## config.mk

```make
export PLATFORM = sky130hd
export DESIGN_NAME = hamming_uart_tx_flat
export DESIGN_NICKNAME = d
export VERILOG_FILES = /design/src/rtl/hamming_uart_pkg.sv /design/src/rtl/hamming_uart_tx_if.sv /design/src/rtl/hamming_encoder_74.sv /design/src/rtl/hamming_uart_tx.sv /design/src/flat_wrapper.sv
export SDC_FILE = /design/constraint.sdc
export NUM_CORES = 1
export LEC_CHECK = 0
export ABC_AREA = 1
export ABC_CLOCK_PERIOD_IN_PS = 1600
export BUFFER_PORTS_ARGS = -buffer_cell sky130_fd_sc_hd__buf_2
export CORE_MARGIN = 3
export CORE_UTILIZATION = 51
export DETAILED_ROUTE_END_ITERATION = 8
export PLACE_DENSITY = 0.82
export SYNTH_ARGS = -nofsm -noshare
export SYNTH_HDL_FRONTEND = slang
export SYNTH_HIERARCHICAL = 1
export SYNTH_SLANG_ARGS = --single-unit
```

## constraint.sdc

```tcl
create_clock -name clk -period 1.6 [get_ports clk]
set_input_delay 0.32 -clock clk [delete_from_list [all_inputs] [get_ports clk]]
set_output_delay 0.32 -clock clk [all_outputs]
set_load 0.02 [all_outputs]
```

## src/rtl/hamming_uart_pkg.sv

```systemverilog
// Shared definitions for the Hamming(7,4) UART link: FSM encodings, widths and the encoder function.
package hamming_uart_pkg;

  localparam int unsigned CODE_W = 7;
  localparam int unsigned DATA_W = 4;

  typedef enum logic [1:0] {
    IDLE  = 2'b00,
    START = 2'b01,
    DATA  = 2'b10,
    STOP  = 2'b11
  } tx_state_e;

  // Codeword bit order: {d3, d2, d1, p3, d0, p2, p1}
  function automatic logic [CODE_W-1:0] hamming74_encode(input logic [DATA_W-1:0] d);
    return {d[3], d[2], d[1], d[1] ^ d[2] ^ d[3], d[0], d[0] ^ d[2] ^ d[3], d[0] ^ d[1] ^ d[3]};
  endfunction

endpackage

```

## src/rtl/hamming_uart_tx_if.sv

```systemverilog
// Nibble handshake between the upstream source and the Hamming UART transmitter.
interface hamming_uart_tx_if;
  import hamming_uart_pkg::*;

  logic [DATA_W-1:0] data_in;
  logic              valid_in;
  logic              ready_out;
  logic [2:0]        inject_err;

  modport master (output data_in, output valid_in, output inject_err, input ready_out);
  modport slave  (input data_in, input valid_in, input inject_err, output ready_out);

endinterface

```

## src/rtl/hamming_encoder_74.sv

```systemverilog
// Combinational Hamming(7,4) encoder; also serves as the decoder bench's reference model.
module hamming_encoder_74
  import hamming_uart_pkg::*;
(
  input  logic [DATA_W-1:0] data,
  output logic [CODE_W-1:0] code
);

  assign code = hamming74_encode(data);

endmodule

```

## src/rtl/hamming_uart_tx.sv

```systemverilog
// Hamming(7,4) UART transmitter: encodes a nibble, optionally flips one bit, sends start + 7 bits LSB-first + stop.
module hamming_uart_tx
  import hamming_uart_pkg::*;
#(
  parameter int unsigned CLKS_PER_BIT = 16
) (
  input  logic                clk,
  input  logic                rst,
  input  logic                ena,
  hamming_uart_tx_if.slave    bus,
  output logic                tx,
  output logic                busy,
  output logic [1:0]          state_out,
  output logic [CODE_W-1:0]   codeword_out
);

  localparam int unsigned     CNT_W    = $clog2(CLKS_PER_BIT + 1);
  localparam logic [CNT_W-1:0] CNT_LAST = CNT_W'(CLKS_PER_BIT - 1);
  localparam logic [2:0]      IDX_LAST = 3'd6;

  tx_state_e         state;
  logic [CNT_W-1:0]  cnt;
  logic [2:0]        idx;
  logic [CODE_W-1:0] shreg;
  logic [CODE_W-1:0] enc_code;
  logic [CODE_W-1:0] inj_mask;
  logic [CODE_W-1:0] frame_code;
  logic              handshake;
  logic              bit_done;

  hamming_encoder_74 u_enc (
    .data (bus.data_in),
    .code (enc_code)
  );

  // Position p (1..7) maps to codeword bit p-1; zero means no error
  assign inj_mask   = (bus.inject_err == 3'd0) ? '0 : (CODE_W'(1) << (bus.inject_err - 3'd1));
  assign frame_code = enc_code ^ inj_mask;

  assign bus.ready_out = (state == IDLE) && ena;
  assign handshake     = bus.valid_in && bus.ready_out;
  assign bit_done      = (cnt == CNT_LAST);
  assign state_out     = state;

  always_ff @(posedge clk) begin
    if (rst) begin
      state        <= IDLE;
      cnt          <= '0;
      idx          <= '0;
      shreg        <= '0;
      codeword_out <= '0;
      tx           <= 1'b1;
      busy         <= 1'b0;
    end else if (ena) begin
      case (state)
        IDLE: begin
          if (handshake) begin
            state        <= START;
            cnt          <= '0;
            shreg        <= frame_code;
            codeword_out <= frame_code;
            tx           <= 1'b0;
            busy         <= 1'b1;
          end
        end
        START: begin
          if (bit_done) begin
            state <= DATA;
            cnt   <= '0;
            idx   <= '0;
            tx    <= shreg[0];
            shreg <= shreg >> 1;
          end else begin
            cnt <= cnt + CNT_W'(1);
          end
        end
        DATA: begin
          if (bit_done) begin
            cnt <= '0;
            if (idx == IDX_LAST) begin
              state <= STOP;
              tx    <= 1'b1;
            end else begin
              idx   <= idx + 3'd1;
              tx    <= shreg[0];
              shreg <= shreg >> 1;
            end
          end else begin
            cnt <= cnt + CNT_W'(1);
          end
        end
        STOP: begin
          if (bit_done) begin
            state <= IDLE;
            cnt   <= '0;
            busy  <= 1'b0;
            tx    <= 1'b1;
          end else begin
            cnt <= cnt + CNT_W'(1);
          end
        end
        default: state <= IDLE;
      endcase
    end
  end

endmodule

```

## src/flat_wrapper.sv

```systemverilog
// flat-port wrapper written by rule: the top's interface ports become plain ports
module hamming_uart_tx_flat import hamming_uart_pkg::*;
#(
  parameter int unsigned CLKS_PER_BIT = 16
)
  (clk, rst, ena, tx, busy, state_out, codeword_out, bus_data_in, bus_valid_in, bus_inject_err, bus_ready_out);
  hamming_uart_tx_if bus_i ();
  input  logic clk;
  input  logic rst;
  input  logic ena;
  output logic tx;
  output logic busy;
  output logic [1:0] state_out;
  output logic [CODE_W-1:0] codeword_out;
  input wire logic [$bits(bus_i.data_in)-1:0] bus_data_in;
  input wire logic [$bits(bus_i.valid_in)-1:0] bus_valid_in;
  input wire logic [$bits(bus_i.inject_err)-1:0] bus_inject_err;
  output wire logic [$bits(bus_i.ready_out)-1:0] bus_ready_out;
  assign bus_i.data_in = bus_data_in;
  assign bus_i.valid_in = bus_valid_in;
  assign bus_i.inject_err = bus_inject_err;
  assign bus_ready_out = bus_i.ready_out;
  hamming_uart_tx #(.CLKS_PER_BIT(CLKS_PER_BIT)) u_core (.clk(clk), .rst(rst), .ena(ena), .bus(bus_i), .tx(tx), .busy(busy), .state_out(state_out), .codeword_out(codeword_out));
endmodule
```

==> results.toml, run 1 <==
[yosys]
synthXorXnorAreaFrac_pct = 3.861
synthTopCellsByCount = "nand2_1, nor2_1, dfxtp_1, inv_1, nand3_1"
ys_ff_latch = 26
postSynthAreaPerCell_um2 = 6.699
synth-compound-area-share_pct = 12.29
syn_nets = 257
synthAdderAreaFrac_pct = 7.092
synth_edf_count = 0
synth_simple_gate_area_share_pct = 32.86
yosysMostFrequentCell = "nand2_1"
async_flop_share_pct = 0
yosysUniqueCellTypes = 24
synth_top_family_by_area = "simple AND/OR/NAND/NOR gates"
synthDominantCellAreaShare_pct = 32.78
syn-cell-area_um2 = 1588
netlist_top_cells_area = "dfxtp_1, nand2_1, nor2_1"
ys_warn_count = 6
syn_inst = 237
ys.flop_type = "dfxtp_1"
yosysTopAreaCell = "dfxtp_1"
synthMuxAreaShare_pct = 0
ys_seq_area_share_pct = 32.78

[finish]
fin_util_pct = 61.67
nNetsFinal = 281
drive_gt1_share_pct = 18.53
stdcell_count = 290
area.growth.synth_to_final_pct = 10.80
ff_latch_area_um2 = 525.5
multi_input_area_um2 = 898.4
num-fill-cells = 271
n_antenna_cell = 0
postLayoutCellArea_um2 = 1759

[global_route]
antenna_found_initial = 0
grt_pass1_wl_um = 5388
grtUsageMet3_pct = 3.306
grt.met2_usage_pct = 30.94
use_met1_pct = 23.52
grt_pass1_vias = 1294
grt_overflow_total = 0
grt_max_degree = 16
grt_use_total_pct = 18.48
busiest_layer = "met2"

[cts]
clock-root-buffer = "clkbuf_4"
clockBufferDepth = 2
clk_pin_slew_worst_paths_ns = 0.14
cts_sinks = 26
cts_tree = "yes"
worstSkewPairLatency_ns = 0.31
numCtsBuffers = 3
htree_levels = 1

[sta]
max-slew-margin-rel_pct = 72.04
rsz0062_at_grt = "false"
fin_skew_ns = 0.008288
period_needed_ns = 1.513
worst_pin_slew_ns = 0.4194
slew_viol_final = 0
final-hold-violation-count = 0
finalSetupTns_ns = 0
setup_violations = 0
max_freq_mhz = 660.9
period_share_pct = 94.57

[placed_design]
dp_cells = 286
gp_congestion = 0.8495
place_area_um2 = 1717
dp_hpwl_um = 2468
numPortBuffers = 22

[worst_setup_path]
startpoint_type = "flop"
rrSetupSlack_ns = 0.13
crit_path_end_kind = "output port"
cp.required_ns = 1.28
crit_type = "flop to output port"
crit_path_max_fanout = 5
arrival_ns = 1.19

[power_and_ir_drop]
intPower_uw = 1181
combPwrFrac_pct = 46.1
p_seq_share_pct = 40.5
cellPowerDensity_nw_per_um2 = 1154
ir_drop_mv = 0.5896
p_total_uw = 2030
cellLeakagePower_uw = 0.0008699
netSwitchingPower_uw = 848.3
sw_frac_of_total_pct = 41.80
pwr-share-clk_pct = 13.4

[die]
row_count = 19
fp.coreArea_um2 = 2853
die_h_um = 61.80
die_w_um = 61.80
start_util_pct = 55.66
die_area_um2 = 3819
pin_count = 23

[detailed_routing]
initialDrtViolationCount = 72
dr.pass1.iters = 4
vias = 1498
wl_um = 3321
wl_per_cell_um = 11.45
ant_nets = 0
drc = 0
viasPerCell = 5.166

[worst_hold_path]
holdCritPathClass = "primary input to flop"

[job]
maxCapViolations = 0

[outcome]
outcome = "completed"
[registers in the layout, summed over array words and instances (netlist names)]
| signal | cells |
|---|---|
| u_core/codeword_out | 7 |
| u_core/cnt | 5 |
| u_core/shreg | 7 |
| u_core/tx | 1 |
| u_core/idx | 3 |
| u_core/busy | 1 |
| u_core/state_out | 2 |
[power by group through the flow]
stage | Combinational, µW | Sequential [µW] | Clock, µW
2_1_floorplan | 613 | 897 | 0
3_3_place_gp | 877 | 832 | 0
3_5_place_dp | 896 | 831 | 0
4_1_cts | 903 | 820 | 282
5_1_grt | 1050 | 836 | 303
6_report | 936 | 822 | 272
[cell families after synthesis]
family,after synthesis
compound gates,35
fa+ha+maj,9
simple gates,120
flops,26
xor+xnor,7
buf+inv,40
[layout make-up]
class	instances	area share, %
Multi-Input combinational cell	171	51.07
Sequential cell	26	29.87
Timing Repair Buffer	28	8.819
Inverter	31	6.757
Tap cell	31	2.205
Clock buffer	3	1.280
[per-stage QoR]
step | hold WS (ns) | worst slack, ns
2_1_floorplan | 0.4543 | 0.05333
3_3_place_gp | 0.4670 | 0.09902
3_5_place_dp | 0.4834 | 0.05467
4_1_cts | 0.2683 | 0.002044
5_1_grt | 0.2703 | 0.005675
6_report | 0.2786 | 0.08683
[cells in the final DEF, fill, tap and decap left out, drive strengths merged]
master	n
a21oi	15
o211ai	5
dfxtp	26
inv	31
ha	9
xor2	6
nand3	23
buf	28
nand2	56
clkbuf	3
nor2	36
o21bai	3
nand4	1
nand3b	2
nor3	2
o21ai	12
xnor2	1
[routing by layer]
layer  up-vias  part of all wire [%]
met5         -                     0
met4         0                   1.2
met3         4                   4.9
met2        31                    46
met1       670                    48
li1        793                     -
[worst max-delay path: stages (launching register included)]
cell and delay (ns):
dfxtp_4 0.39, inv_2 0.05, ha_1 0.18, nand2_1 0.08, inv_1 0.04, buf_2 0.15
[final timing paths]
kind	from	endpoint	cells after the start
setup / recovery	u_core/state_out[1]$_SDFFE_PP0P_	bus_ready_out	5
setup reg to reg	u_core/idx[0]$_SDFFE_PP0P_	u_core/shreg[6]$_SDFFE_PP0P_	10
hold reg to reg	u_core/cnt[1]$_SDFFE_PP0P_	u_core/cnt[1]$_SDFFE_PP0P_	2
hold / removal	rst	u_core/cnt[3]$_SDFFE_PP0P_	2
[repair_timing]
item,CTS,global route
buffers inserted,0,1
gates resized for setup,0,6
hold buffers,0,0
endpoints found under the setup margin,0,12
(Power assumes the default switching activity.)
==> run 2: changes to the inputs <==
--- a/config.mk
+++ b/config.mk
@@ -11,6 +11,7 @@
 export CORE_MARGIN = 3
 export CORE_UTILIZATION = 51
 export DETAILED_ROUTE_END_ITERATION = 8
+export MAX_ROUTING_LAYER = met4
 export PLACE_DENSITY = 0.82
 export SYNTH_ARGS = -nofsm -noshare
 export SYNTH_HDL_FRONTEND = slang
==> results.toml, run 2 (synthesis gave the netlist of run 1 again) <==
[detailed_routing]
drc = 0
vias = 1500
dr.pass1.iters = 4
ant_nets = 0
wl_um = 3317
viasPerCell = 5.172
wl_per_cell_um = 11.44
initialDrtViolationCount = 70

[global_route]
grt.met2_usage_pct = 30.94
grt_pass1_vias = 1294
busiest_layer = "met2"
grt_use_total_pct = 19.05
grtUsageMet3_pct = 3.306
grt_overflow_total = 0
antenna_found_initial = 0
use_met1_pct = 23.52
grt_max_degree = 16
grt_pass1_wl_um = 5388

[power_and_ir_drop]
cellLeakagePower_uw = 0.0008699
cellPowerDensity_nw_per_um2 = 1153
ir_drop_mv = 0.5895

[worst_setup_path]
rr_worst_depth = 10
arrival_ns = 1.19
startpoint_type = "flop"
crit_path_end_kind = "output port"
rrSetupSlack_ns = 0.13
crit_type = "flop to output port"
crit_path_max_fanout = 3
r2r-end = "u_core/shreg[6]$_SDFFE_PP0P_"
cp.required_ns = 1.28
reg2reg_from = "u_core/idx[0]$_SDFFE_PP0P_"

[worst_hold_path]
hold-path-endpoint = "u_core/cnt[3]$_SDFFE_PP0P_"
hold_start = "rst"
whs_path_depth = 2
holdCritPathClass = "primary input to flop"

[cts]
numCtsBuffers = 3
clk_pin_slew_worst_paths_ns = 0.14
clock-root-buffer = "clkbuf_4"
cts_tree = "yes"
clockBufferDepth = 2
worstSkewPairLatency_ns = 0.31
cts_sinks = 26
hold_buffers = 0
htree_levels = 1

[sta]
max_freq_mhz = 661.2
slew_viol_final = 0
period_share_pct = 94.53
period_needed_ns = 1.512
finalSetupTns_ns = 0
max-slew-margin-rel_pct = 72.05
worst_pin_slew_ns = 0.4193
fin_skew_ns = 0.008348
setup_violations = 0
rsz0062_at_grt = "false"
setup_slack_ns = 0.08755
final-hold-violation-count = 0

[finish]
area.growth.synth_to_final_pct = 10.80
n_antenna_cell = 0
top_regs = "u_core/codeword_out: 7 flops, u_core/shreg: 7 flops, u_core/cnt: 5 flops"
final_common_cell = "nand2_1"
ff_latch_area_um2 = 525.5
nNetsFinal = 281
num-fill-cells = 271
multi_input_area_um2 = 898.4
drive_gt1_share_pct = 18.53
layout_common_cells = "nand2_1, nor2_1, inv_1, dfxtp_1"

[placed_design]
pre_cts_ws_ns = 0.05467
dp_hpwl_um = 2468
gp_congestion = 0.8629
numPortBuffers = 22

[die]
die_w_um = 61.80
start_util_pct = 55.66
pin_count = 23
row_count = 19
fp.coreArea_um2 = 2853
die_area_um2 = 3819
die_h_um = 61.80

[job]
maxCapViolations = 0

[outcome]
outcome = "completed"
-- run 2: cell counts in the layout (fill, tap and decap cells not counted) --
No cell type changed its count.
-- run 2: metrics by stage --
| stage | util, % | hold slack [ns] | instance area (µm²) | total power, µW | std cells |
|---|---|---|---|---|---|
| global placement | 60.18 | 0.4670 | 1717 | 1709 | 286 |
| finish | 61.67 | 0.2789 | 1759 | 2029 | 290 |
| global route | 61.67 | 0.2703 | 1759 | 2193 | 290 |
| floorplan | - | 0.4543 | 1590 | 1510 | 237 |
| CTS | 60.96 | 0.2683 | 1739 | 2005 | 289 |
| detailed placement | 60.18 | 0.4834 | 1717 | 1727 | 286 |
-- run 2: final cells by class --
type	count	area share, %
Clock buffer	3	1.280
Inverter	31	6.757
Multi-Input combinational cell	171	51.07
Sequential cell	26	29.87
Tap cell	31	2.205
Timing Repair Buffer	28	8.819
-- run 2: where the power goes --
part	total (µW)	internal [µW]	leakage [µW]	switching [µW]
logic	936	332	0.000642	604
clock network	272	87.9	0.0000138	184
registers	821	761	0.000214	59.9
-- run 2: worst max-delay path, cell delays in order (launching register included) --
cell and delay [ns]:
dfxtp_2 0.34, inv_1 0.07, ha_1 0.21, nand2_1 0.08, inv_1 0.04, buf_2 0.15
-- run 2: how the worst max path moves through the flow --
stage	startpoint	endpoint	slack, ns	cells past startpoint
after global placement	u_core/state_out[1]$_SDFFE_PP0P_	u_core/shreg[6]$_SDFFE_PP0P_	0.1	10
final	u_core/state_out[0]$_SDFFE_PP0P_	bus_ready_out	0.09	5
after detailed placement	u_core/state_out[1]$_SDFFE_PP0P_	u_core/shreg[4]$_SDFFE_PP0P_	0.05	10
after global routing	u_core/state_out[0]$_SDFFE_PP0P_	bus_ready_out	0.006	5
after CTS	u_core/state_out[1]$_SDFFE_PP0P_	bus_ready_out	0.002	5
after floorplan	u_core/state_out[0]$_SDFFE_PP0P_	u_core/shreg[5]$_SDFFE_PP0P_	0.05	11
-- run 2: layer usage --
layer / vias to the layer above / part of all wire, %
met5: - / 0
met4: 0 / 1.2
met3: 4 / 4.9
met2: 31 / 46
met1: 672 / 48
li1: 793 / -
-- run 2: timing repair --
item / in CTS / in global routing
hold endpoints to repair: 0 / 0
endpoints found under the setup margin: 0 / 12
setup buffers: 0 / 1
gates resized for setup: 0 / 6
